### config.mk
export PLATFORM = sky130hd
export DESIGN_NAME = parking_slot_arbiter
export DESIGN_NICKNAME = d
export VERILOG_FILES = /design/src/rtl/parking_slot_arbiter_pkg.sv /design/src/rtl/parking_rr_picker.sv /design/src/rtl/parking_slot_arbiter.sv
export SDC_FILE = /design/constraint.sdc
export NUM_CORES = 1
export LEC_CHECK = 0
export BUFFER_PORTS_ARGS = -buffer_cell sky130_fd_sc_hd__buf_2
export CORE_UTILIZATION = 59
export DETAILED_ROUTE_END_ITERATION = 8
export PLACE_DENSITY = 0.94
export SETUP_SLACK_MARGIN = 0.2
export SLEW_MARGIN = 10
export SYNTH_ARGS = -nofsm -noshare
export SYNTH_HDL_FRONTEND = slang
export SYNTH_SLANG_ARGS = --single-unit
### constraint.sdc
create_clock -name clk -period 5.1 [get_ports clk]
set_input_delay 0.255 -clock clk [delete_from_list [all_inputs] [get_ports clk]]
set_output_delay 0.255 -clock clk [all_outputs]
set_load 0.01 [all_outputs]
### src/rtl/parking_slot_arbiter_pkg.sv
// Shared types and constants for the parking slot arbiter.
//   - FSM state encoding, entry result codes, arbitration winner codes
//   - latched-operand payload struct and the CAP default
package parking_slot_arbiter_pkg;

    localparam int unsigned CAP_DEFAULT = 5;
    localparam int unsigned FREE_W      = 3;

    typedef enum logic [1:0] {
        ST_IDLE      = 2'd0,
        ST_DECIDE    = 2'd1,
        ST_ACK       = 2'd2,
        ST_WAIT_DROP = 2'd3
    } state_e;

    typedef enum logic [1:0] {
        RES_NONE   = 2'b00,
        RES_CHOSEN = 2'b01,
        RES_ALT    = 2'b10,
        RES_FULL   = 2'b11
    } ent_result_e;

    typedef enum logic [1:0] {
        WIN_NONE = 2'd0,
        WIN_ADM  = 2'd1,
        WIN_ENT  = 2'd2,
        WIN_EXT  = 2'd3
    } winner_e;

    // Encoding of the round-robin last_served bit
    localparam logic SERVED_ENT = 1'b0;
    localparam logic SERVED_EXT = 1'b1;

    // Operands captured when a request wins arbitration
    typedef struct packed {
        winner_e             kind;
        logic                flr;
        logic                special;
        logic [FREE_W-1:0]   count;
    } op_t;

    // Limit a requested free-slot count to the floor capacity
    function automatic logic [FREE_W-1:0] clamp_cap(input logic [FREE_W-1:0] value,
                                                     input logic [FREE_W-1:0] cap);
        return (value > cap) ? cap : value;
    endfunction

endpackage

### src/rtl/parking_rr_picker.sv
// Combinational request picker: admin always wins; entry vs exit is
// round-robin, granting whichever was not served last.
//   adm_req, ent_req, ext_req : pending requests
//   last_served               : SERVED_ENT / SERVED_EXT
//   winner_c                  : selected requester (WIN_NONE if none)
module parking_rr_picker
    import parking_slot_arbiter_pkg::*;
(
    input  logic    adm_req,
    input  logic    ent_req,
    input  logic    ext_req,
    input  logic    last_served,
    output winner_e winner_c
);

    always_comb begin
        winner_c = WIN_NONE;
        if (adm_req) begin
            winner_c = WIN_ADM;
        end else if (ent_req && ext_req) begin
            winner_c = (last_served == SERVED_EXT) ? WIN_ENT : WIN_EXT;
        end else if (ent_req) begin
            winner_c = WIN_ENT;
        end else if (ext_req) begin
            winner_c = WIN_EXT;
        end
    end

endmodule

### src/rtl/parking_slot_arbiter.sv
// Two-floor parking slot arbiter. Serves one entry/exit/admin request at a
// time: IDLE picks and latches, DECIDE computes, ACK pulses, WAIT_DROP
// waits for the winner to release its request.
//   clk, reset                         : clock, synchronous active-high reset
//   ent_req/ent_flr/ent_special        : entry request and operands
//   ext_req/ext_flr                    : exit request and operand
//   adm_req/adm_flr/adm_count          : admin overwrite request and operands
//   ent_ack/ent_result/ent_flr_granted : entry completion
//   ext_ack/ext_err                    : exit completion
//   adm_ack                            : admin completion
//   free0, free1                       : free slots per floor
//   busy                               : FSM not in IDLE
module parking_slot_arbiter
    import parking_slot_arbiter_pkg::*;
#(
    parameter int unsigned CAP         = CAP_DEFAULT,
    parameter int unsigned SPECIAL_FLR = 0
) (
    input  logic              clk,
    input  logic              reset,
    input  logic              ent_req,
    input  logic              ent_flr,
    input  logic              ent_special,
    input  logic              ext_req,
    input  logic              ext_flr,
    input  logic              adm_req,
    input  logic              adm_flr,
    input  logic [FREE_W-1:0] adm_count,
    output logic              ent_ack,
    output logic [1:0]        ent_result,
    output logic              ent_flr_granted,
    output logic              ext_ack,
    output logic              ext_err,
    output logic              adm_ack,
    output logic [FREE_W-1:0] free0,
    output logic [FREE_W-1:0] free1,
    output logic              busy
);

    localparam logic [FREE_W-1:0] CAP_V   = FREE_W'(CAP);
    localparam logic              SPC_FLR = 1'(SPECIAL_FLR);

    state_e            state_q, state_n;
    op_t               op_q, op_n;
    logic              last_served_q, last_served_n;
    winner_e           winner_c;

    logic [FREE_W-1:0] free0_n, free1_n;
    logic              ent_ack_n, ent_flr_granted_n, ext_ack_n, ext_err_n, adm_ack_n, busy_n;
    ent_result_e       ent_result_n;

    logic [FREE_W-1:0] sel_free, oth_free, spc_free;
    logic              win_req_held;
    logic              upd_en, upd_flr;
    logic [FREE_W-1:0] upd_val;

    parking_rr_picker u_picker (
        .adm_req     (adm_req),
        .ent_req     (ent_req),
        .ext_req     (ext_req),
        .last_served (last_served_q),
        .winner_c    (winner_c)
    );

    // Counter views relative to the latched floor and the special floor
    assign sel_free = op_q.flr ? free1 : free0;
    assign oth_free = op_q.flr ? free0 : free1;
    assign spc_free = SPC_FLR  ? free1 : free0;

    // Whether the current winner is still holding its request
    always_comb begin
        win_req_held = 1'b0;
        case (op_q.kind)
            WIN_ADM: win_req_held = adm_req;
            WIN_ENT: win_req_held = ent_req;
            WIN_EXT: win_req_held = ext_req;
            default: win_req_held = 1'b0;
        endcase
    end

    // Next-state, operand latch, result and counter computation
    always_comb begin
        state_n           = state_q;
        op_n              = op_q;
        last_served_n     = last_served_q;
        free0_n           = free0;
        free1_n           = free1;
        ent_ack_n         = 1'b0;
        ent_result_n      = RES_NONE;
        ent_flr_granted_n = 1'b0;
        ext_ack_n         = 1'b0;
        ext_err_n         = 1'b0;
        adm_ack_n         = 1'b0;
        upd_en            = 1'b0;
        upd_flr           = 1'b0;
        upd_val           = '0;

        case (state_q)
            ST_IDLE: begin
                if (winner_c != WIN_NONE) begin
                    op_n.kind    = winner_c;
                    op_n.flr     = (winner_c == WIN_ADM) ? adm_flr :
                                   (winner_c == WIN_ENT) ? ent_flr : ext_flr;
                    op_n.special = ent_special;
                    op_n.count   = adm_count;
                    state_n      = ST_DECIDE;
                end
            end

            ST_DECIDE: begin
                state_n = ST_ACK;
                case (op_q.kind)
                    WIN_ENT: begin
                        ent_ack_n = 1'b1;
                        if (op_q.special) begin
                            if (spc_free != '0) begin
                                ent_result_n      = RES_CHOSEN;
                                ent_flr_granted_n = SPC_FLR;
                                upd_en            = 1'b1;
                                upd_flr           = SPC_FLR;
                                upd_val           = spc_free - FREE_W'(1);
                            end else begin
                                ent_result_n = RES_FULL;
                            end
                        end else if (sel_free != '0) begin
                            ent_result_n      = RES_CHOSEN;
                            ent_flr_granted_n = op_q.flr;
                            upd_en            = 1'b1;
                            upd_flr           = op_q.flr;
                            upd_val           = sel_free - FREE_W'(1);
                        end else if (oth_free != '0) begin
                            ent_result_n      = RES_ALT;
                            ent_flr_granted_n = ~op_q.flr;
                            upd_en            = 1'b1;
                            upd_flr           = ~op_q.flr;
                            upd_val           = oth_free - FREE_W'(1);
                        end else begin
                            ent_result_n = RES_FULL;
                        end
                    end
                    WIN_EXT: begin
                        ext_ack_n = 1'b1;
                        if (sel_free < CAP_V) begin
                            upd_en  = 1'b1;
                            upd_flr = op_q.flr;
                            upd_val = sel_free + FREE_W'(1);
                        end else begin
                            ext_err_n = 1'b1;
                        end
                    end
                    WIN_ADM: begin
                        adm_ack_n = 1'b1;
                        upd_en    = 1'b1;
                        upd_flr   = op_q.flr;
                        upd_val   = clamp_cap(op_q.count, CAP_V);
                    end
                    default: state_n = ST_IDLE;
                endcase
            end

            ST_ACK: begin
                state_n = ST_WAIT_DROP;
                if (op_q.kind == WIN_ENT) begin
                    last_served_n = SERVED_ENT;
                end else if (op_q.kind == WIN_EXT) begin
                    last_served_n = SERVED_EXT;
                end
            end

            ST_WAIT_DROP: begin
                if (!win_req_held) begin
                    state_n = ST_IDLE;
                end
            end

            default: state_n = ST_IDLE;
        endcase

        if (upd_en) begin
            if (upd_flr) begin
                free1_n = upd_val;
            end else begin
                free0_n = upd_val;
            end
        end

        busy_n = (state_n != ST_IDLE);
    end

    // State and registered outputs; counters change together with the ack
    always_ff @(posedge clk) begin
        if (reset) begin
            state_q         <= ST_IDLE;
            op_q            <= '0;
            last_served_q   <= SERVED_EXT;
            free0           <= CAP_V;
            free1           <= CAP_V;
            ent_ack         <= 1'b0;
            ent_result      <= RES_NONE;
            ent_flr_granted <= 1'b0;
            ext_ack         <= 1'b0;
            ext_err         <= 1'b0;
            adm_ack         <= 1'b0;
            busy            <= 1'b0;
        end else begin
            state_q         <= state_n;
            op_q            <= op_n;
            last_served_q   <= last_served_n;
            free0           <= free0_n;
            free1           <= free1_n;
            ent_ack         <= ent_ack_n;
            ent_result      <= ent_result_n;
            ent_flr_granted <= ent_flr_granted_n;
            ext_ack         <= ext_ack_n;
            ext_err         <= ext_err_n;
            adm_ack         <= adm_ack_n;
            busy            <= busy_n;
        end
    end

endmodule
* Word level (Yosys, flattened, before mapping)
Index checks and enable logic that the tools add are counted. Widths: inputs -> output; s select.
Operators by class: add/sub/neg operators 4, magnitude comparators 2, equal/unequal tests 8, mux-type cells 45, bitwise gates (word level) 5, reduce and logical (&&, ||, !) cells 16
Operators by type and width (number):
- $mux 3 | 9
- $mux 1 | 21
- $mux 2 | 10
- $eq 2x2->1 const B | 5
- $pmux 1 s3 | 3
- $pmux 3 s3 | 1
- $reduce_bool 3->1 | 3
- $reduce_or 3->1 | 3
- $sub 3x1->3 const B | 3
- $pmux 2 s4 | 1
- $reduce_and 2->1 | 4
- $eq 2x1->1 const B | 3
- $reduce_bool 2->1 | 3
- $not 1->1 | 5
- $add 3x1->3 const B | 1
- $gt 3x3->1 const B | 1
- $lt 3x3->1 const B | 1
- $logic_not 2->1 | 1
- $reduce_or 2->1 | 1
- $logic_and 1x1->1 | 1
Word-level totals: flip-flop bits (word level) 24, bits of input ports 12, output and inout port bits 14, word-level logic and storage cells 95

* Longest topological paths before layout
Gate-level depths: netlist (run 1).
depth after elaboration 9, gate-level depth with buffers 11, gate-level depth less buffers 8

* Cells and area by module
Synthesis (run 1) repeated with hierarchy kept, for this count alone.
Unflattened totals: cell total of the unflattened synthesis 169, area total of the unflattened synthesis 1458.9 um^2
By module, submodules not included:
- parking_slot_arbiter | instances 1, cells each 165, area an instance 1440.1 um^2, seq. area each 480.5 um^2
- parking_rr_picker | instances 1, cells each 4, area an instance 18.8 um^2, seq. area each 0.0 um^2

* Least setup slack after synthesis (run 1)
OpenSTA, ideal clock, no wires.
path kind reg2reg, start register op_q[4] in the netlist's numbering, end register free1[1], library setup time 0.127 ns, arrival time 1.976 ns, data required time 4.973 ns, setup slack 2.996 ns, stages on the path, launching flop included 11, buffers on the path 3, path through dfxtp_1 -> buf_6 -> buf_2 -> mux2i_1 -> ha_1 -> a31oi_1 -> o21a_2 -> or2_1 -> buf_6 -> mux2i_1 -> nor2_1
On the way: longest elaborated chain between the ends 8, elaborated cells on any way between the ends 28, those cells by class add/sub: 3; order compare: 1; mux: 20; bitwise: 1; reduce/logical: 3
Ends and longest elaborated chain:
- from (decl) | RTL line parking_slot_arbiter.sv:44 | op_t op_q, op_n;
- from (signal assigned) | RTL line parking_slot_arbiter.sv:207 | op_q <= op_n;
- branches (longest 8 deep; another with $sub 3x1->3)
- to (signal assigned) | RTL line parking_slot_arbiter.sv:210 | free1 <= free1_n;
- to (decl) | RTL line parking_slot_arbiter.sv:36 | output logic [FREE_W-1:0] free1,
Several ways; the timed one is not identified. A chain may end at the register's enable or synchronous reset.

* Worst setup path after layout (run 1)
start register op_q[4] in the netlist's numbering, end register free0[1]
On the way: longest elaborated chain between the ends 9, elaborated cells on any way between the ends 29, those cells by class add/sub: 3; order compare: 1; mux: 20; bitwise: 2; reduce/logical: 3
Ends and longest elaborated chain:
- branches (longest 9 deep; another with $sub 3x1->3)
- to (signal assigned) | RTL line parking_slot_arbiter.sv:209 | free0 <= free0_n;
- to (decl) | RTL line parking_slot_arbiter.sv:35 | output logic [FREE_W-1:0] free0,
Several ways; the timed one is not identified.

==> results.cfg, run 1 <==
[route]
routed_wl_um = 3370
vias_per_cell = 6.21
ant_nets = 0
wl_per_cell_um = 15.7
via_count = 1328
first_iter_violations = 78
drc = 0
dr.pass1.iters = 5

[critical_path]
crit_chain = mux2i_1 -> ha_1 -> nand3_2 -> o2111a_1 -> o22ai_2 -> mux2i_1 -> nor2_1
startpoint = op_q[4]$_SDFFE_PP0P_
cp_num_cells = 7
r2r_start = op_q[4]$_SDFFE_PP0P_
worstSetupEndpointType = flop
slowest_delay_ns = 0.77
worstPathMaxFanout = 17
cp.arrival_ns = 2.79
crit_slowest_cell = dfxtp_1
reg2reg_depth = 7
crit_family = flip-flops
cpMostUsedCell = mux2i_1
critPathBufInv = 0
crit_end = free0[1]$_SDFFE_PP0P_
rrSetupSlack_ns = 2.54
worstPathRequired_ns = 5.33
cp-start-kind = flop
crit_type = reg2reg
r2r_end = free0[1]$_SDFFE_PP0P_

[sta]
finalMaxSlewViolations = 0
relSlewSlack_pct = 56.1
finalCritPeriodShare_pct = 50.2
fmax_mhz = 391
tns_ns = 0
fin_crit_ns = 2.56
rsz0062_at_grt = false
hold_violations = 0
skew_ns = 0.00145
worstMarginPinSlew_ns = 0.658
setup_viol = 0

[clock_tree]
post_cts_buffers = 0
cts_root_buf = clkbuf_4
numCtsBuffers = 3
htreeDepth = 1
clkTransAtPathRegs_ns = 0.14
cts.path.max_buffers = 2
cts_tree = yes
holdBufCountCts = 0
cts_resized = 0
cts_sinks = 24
clk_latency_ns = 0.33

[global_route]
track_usage_pct = 28.5
use_met3_pct = 4.76
grt_antenna_before_repair = 0
grt_pass1_wl_um = 5470
grt_pass1_vias = 1202
grt_start_max_net_pins = 20
grt-busiest-layer = met2
gr-usage-met1_pct = 35.5
met2_usage_pct = 46.4
grt_remaining_overflow = 0

[floorplan]
die_area_um2 = 2590
die_w_um = 50.9
die_h_um = 50.9
start_util_pct = 63.1
placeableCoreArea_um2 = 2230
io_pins = 26
num_rows = 17

[synthesis]
synthDominantCellAreaShare_pct = 34.1
synth_edf_count = 0
synth_area_leader_cell = dfxtp_1
ys_seq_area_share_pct = 34.1
ys.flop_type = dfxtp_1
synth_common_cells = 24 x dfxtp_1, 23 x nor2_1, 13 x nand2_1, 12 x mux2i_1, 10 x o21ai_0
async_flop_share_pct = 0
syn-cell-area_um2 = 1410
synth.net_count = 186
synthDistinctLibCells = 49
ys_ff_latch = 24
syn_avg_cell_area_um2 = 8.34
synth_area_leaders = dfxtp_1 34%, mux2i_1 8.5%, nor2_1 6.1%
synthCells = 169
synth_most_common_cell = dfxtp_1
synth_warnings = 0

[hold_path]
hp-class = in2reg

[status]
outcome = finished, final reports clean

[placement]
finalWeightedCongestion = 0.894
dp_cells = 210
numPortBuffers = 25
place_hpwl_um = 2510

[pwr]
p_leak_nw = 0.680
ir_worst_vdd_v = 0.000205
power.density_nw_per_um2 = 296

[cells_and_area]
drive_above_1_share_pct = 19.4
antennaDiodeCount = 0
nets = 204
synthToLayoutAreaGrowth_pct = 9.58
fin_cells = 214

[job]
max_cap_viol_count = 0
## metrics by stage
step	cell area (µm²)	total power, W	hold WS [ns]	worst slack, ns	utilization [%]
floorplan	1410	0.000292	0.367	3.00	-
global placement	1490	0.000314	0.479	2.72	66.8
detailed placement	1490	0.000317	0.498	2.59	66.8
CTS	1550	0.000455	0.154	2.58	69.2
global route	1550	0.000477	0.165	2.36	69.2
finish	1550	0.000458	0.151	2.54	69.2
## state kept, by name, indices dropped and copies added (netlist names), 2 cells and up
signal and flops:
free0 3, free1 3, state_q 2, op_q 7, ent_result 2
## worst min path at each step
| stage | to | slack, ns | cells past startpoint | start |
|---|---|---|---|---|
| floorplan | op_q[6]$_SDFFE_PP0P_ | 0.37 | 1 | adm_req |
| global placement | last_served_q$_SDFFE_PP1P_ | 0.48 | 2 | last_served_q$_SDFFE_PP1P_ |
| detailed placement | op_q[2]$_SDFFE_PP0P_ | 0.50 | 3 | adm_count[2] |
| CTS | op_q[2]$_SDFFE_PP0P_ | 0.15 | 3 | adm_count[2] |
| global route | op_q[3]$_SDFFE_PP0P_ | 0.17 | 3 | ent_special |
| finish | op_q[2]$_SDFFE_PP0P_ | 0.15 | 3 | adm_count[2] |
## cell type report
cell class	count	area, µm²
Clock buffer	3	22.5
Clock inverter	1	30.0
Inverter	9	33.8
Timing Repair Buffer	25	125
Tap cell	28	35.0
Fill cell	192	688
Multi-Input combinational cell	124	818
Sequential cell	24	480
## cell families (layout without fill, tap and decap cells)
| group | count (synthesis) | count (layout) | synth area share, % |
|---|---|---|---|
| simple gates | 61 | 61 | 21.0 |
| compound gates | 43 | 43 | 21.0 |
| flops | 24 | 24 | 34.1 |
| buf+inv | 21 | 38 | 7.90 |
| mux | 14 | 14 | 10.9 |
| fa+ha+maj | 5 | 5 | 4.44 |
| xor+xnor | 1 | 1 | 0.621 |
## routing by layer
layer	part of all wire, %	wire (µm)
met2	48	1630
met4	2.1	72
met3	8.4	282
met1	41	1390
met5	0	0
## worst min-delay path, stage by stage
cell     delay, ns
buf_2         0.07
mux2i_1       0.05
nor2_1        0.07
## power breakdown
part / leakage (nW) / internal [W] / switching (W)
Combinational: 0.456 / 0.0000417 / 0.0000572
Clock: 0.0279 / 0.0000796 / 0.0000619
Sequential: 0.196 / 0.000198 / 0.0000193
Total: 0.680 / 0.000320 / 0.000138
## cells in the final DEF, fill, tap and decap left out, types with 2 or more instances in the layout
cell type   n
buf_2      25
dfxtp_1    24
nor2_1     23
nand2_1    13
mux2i_1    12
o21ai_0    10
inv_1       9
a21oi_1     7
nand2b_1    5
a211oi_1    5
ha_1        5
o21a_1      3
nand3_1     3
clkbuf_4    3
nor2b_1     2
and2_1      2
nand3b_1    2
a31oi_1     2
o31a_1      2
nor3b_1     2
nor3_1      2
(Power assumes the default switching activity.)
==> run 2, diff against run 1 <==
ABC_AREA = 1   (was default)
CORE_UTILIZATION = 55   (was 59)
PLACE_DENSITY = 0.88   (was 0.94)
clock period = 2.4 ns   (was 5.1 ns; I/O delays follow)
==> results.cfg, run 2 <==
[synthesis]
ys_ff_latch = 24
synth_area_leaders = dfxtp_1 31%, nand2_1 13%, nand2_4 8.1%
syn-cell-area_um2 = 1540
synth_common_cells = 52 x nand2_1, 29 x inv_1, 24 x dfxtp_1, 22 x nor2_1, 13 x nand3_1
synthDominantCellAreaShare_pct = 31.3
async_flop_share_pct = 0
synth_most_common_cell = nand2_1
synth_warnings = 0
synth_edf_count = 0
synthCells = 215
ys_seq_area_share_pct = 31.3
synth_area_leader_cell = dfxtp_1
synth.net_count = 232
ys.flop_type = dfxtp_1
syn_avg_cell_area_um2 = 7.14
synthDistinctLibCells = 32

[sta]
rsz0062_at_grt = false
worstMarginPinSlew_ns = 0.381
setup_viol = 0
hold_violations = 0
fin_crit_ns = 1.89
finalCritPeriodShare_pct = 78.6
relSlewSlack_pct = 74.6
finalMaxSlewViolations = 0
skew_ns = 0.00656
fmax_mhz = 530
tns_ns = 0

[global_route]
grt_remaining_overflow = 0
grt_antenna_before_repair = 0
grt_start_max_net_pins = 15
track_usage_pct = 25.5
grt_pass1_wl_um = 5360
grt_pass1_vias = 1247

[route]
first_iter_violations = 60
dr.pass1.iters = 4
wl_per_cell_um = 11.7
ant_nets = 0
via_count = 1424
vias_per_cell = 5.22
drc = 0
routed_wl_um = 3180

[floorplan]
io_pins = 26
num_rows = 18
die_w_um = 54.8
die_h_um = 54.8
start_util_pct = 59.8
placeableCoreArea_um2 = 2570
die_area_um2 = 3010

[placement]
numPortBuffers = 25
finalWeightedCongestion = 0.965
dpl_cell_area_um2 = 1680
place_hpwl_um = 2590

[critical_path]
crit_type = reg2reg
worstSetupEndpointType = flop
cp.arrival_ns = 2.11
worstPathRequired_ns = 2.62
r2r_end = free1[0]$_SDFFE_PP1P_
crit_slowest_cell = dfxtp_2
cpMostUsedCell = nand2_2
cp-start-kind = flop
rrSetupSlack_ns = 0.51
crit_chain = inv_8 -> nand2_2 -> nand2_4 -> ha_1 -> inv_1 -> nor2_8 -> nand2_4 -> nand2_2 -> nand2_2 -> nand2_2 -> nand2_4 -> clkinv_2 -> nand2_1 -> nand3_1
worstPathMaxFanout = 10
reg2reg_depth = 14
slowest_delay_ns = 0.51
r2r_start = op_q[4]$_SDFFE_PP0P_

[cells_and_area]
drive_above_1_share_pct = 25.9
antennaDiodeCount = 0
max_flop_register = op_q
fillCellCount = 235
largest_register_ffs = 7
reg.largest.list = op_q: 7 flops, free0: 3 flops, free1: 3 flops
synthToLayoutAreaGrowth_pct = 13.5
final_cell_mix = 52 x nand2_1, 29 x inv_1, 25 x buf_2
nets = 261
final_area_um2 = 1740
final_common_cell = nand2_1

[job]
max_cap_viol_count = 0

[pwr]
p_leak_nw = 0.955
power.density_nw_per_um2 = 632
power.share.switching_pct = 35.0
p_sw_w = 0.000386
power.share.clock_pct = 26.7
seqPwrFrac_pct = 42.9
intPower_w = 0.000716
combPwrFrac_pct = 30.4
ir_worst_vdd_v = 0.000532

[clock_tree]
htreeDepth = 1
post_cts_buffers = 0
clkTransAtPathRegs_ns = 0.13
numCtsBuffers = 3
cts_tree = yes
cts_root_buf = clkbuf_4
cts_sinks = 24
cts.path.max_buffers = 2
clk_latency_ns = 0.33

[hold_path]
hold_depth = 3
hp-class = in2reg
holdPathEnd = op_q[0]$_SDFFE_PP0P_
hp-start = adm_count[0]

[status]
outcome = finished, final reports clean
[run 2: worst max-delay path by stage]
stage                                 end  depth (start not counted)                  from
floorplan           free1[1]$_SDFFE_PP0P_                         13  op_q[4]$_SDFFE_PP0P_
global placement    free1[0]$_SDFFE_PP1P_                         12  op_q[4]$_SDFFE_PP0P_
detailed placement  free1[0]$_SDFFE_PP1P_                         12  op_q[4]$_SDFFE_PP0P_
CTS                 free1[0]$_SDFFE_PP1P_                         12  op_q[4]$_SDFFE_PP0P_
global route        free1[0]$_SDFFE_PP1P_                         12  op_q[4]$_SDFFE_PP0P_
finish              free1[0]$_SDFFE_PP1P_                         14  op_q[4]$_SDFFE_PP0P_
[run 2: cell families after synthesis]
| family | share of synthesized area [%] |
|---|---|
| XOR/XNOR | 0.571 |
| AND/OR/NAND/NOR | 42.2 |
| flip-flops | 31.3 |
| adder cells (fa/ha/maj) | 4.07 |
| AO/OA/AOI/OAI | 12.0 |
| buffers and inverters | 9.86 |
[run 2: area by class of cell]
cell class	instances	area, µm²	share of cell area (%)
clock buffer	3	22.5	1.29
clock inverter	1	30.0	1.72
inverter	33	133	7.61
multi-input combinational	156	903	51.8
sequential	24	482	27.6
tap	30	37.5	2.15
timing repair buffer	26	135	7.75
[run 2: critical path, delay by kind of cell, from the launching register on]
family,cells,cell delay [ns]
fa+ha+maj,1,0.22
buf+inv,3,0.32
flops,1,0.51
simple gates,10,0.73
[run 2: layer usage]
| layer | track usage, % | share of wire [%] | routed length [µm] |
|---|---|---|---|
| met1 | 33.3 | 46 | 1470 |
| met2 | 41.0 | 48 | 1520 |
| met3 | 5.56 | 4.7 | 150 |
| met4 | 8.12 | 1.3 | 42 |
| met5 | 0 | 0 | 0 |
[run 2: power by group through the flow]
stage | combinational (W) | sequential [W] | clock [W]
after global routing | 0.000378 | 0.000478 | 0.000318
final | 0.000335 | 0.000473 | 0.000294
after floorplan | 0.000266 | 0.000473 | 0
after CTS | 0.000334 | 0.000472 | 0.000300
after detailed placement | 0.000330 | 0.000482 | 0
after global placement | 0.000325 | 0.000480 | 0
[run 2: what timing repair did]
| item | CTS | global route |
|---|---|---|
| resized for setup | 0 | 1 |
| hold endpoints to repair | 2 | 0 |
| hold buffers | 1 | 0 |
| setup endpoints to repair | 0 | 6 |
[run 2: metrics by stage]
stage	util, %	std cells	hold WS (ns)	setup WS [ns]	power, W
global route	67.9	273	0.0571	0.313	0.00117
floorplan	-	215	0.189	0.689	0.000739
detailed placement	65.4	268	0.341	0.354	0.000812
CTS	67.8	273	0.0256	0.332	0.00111
finish	67.9	273	0.0329	0.513	0.00110
global placement	65.4	268	0.337	0.411	0.000805
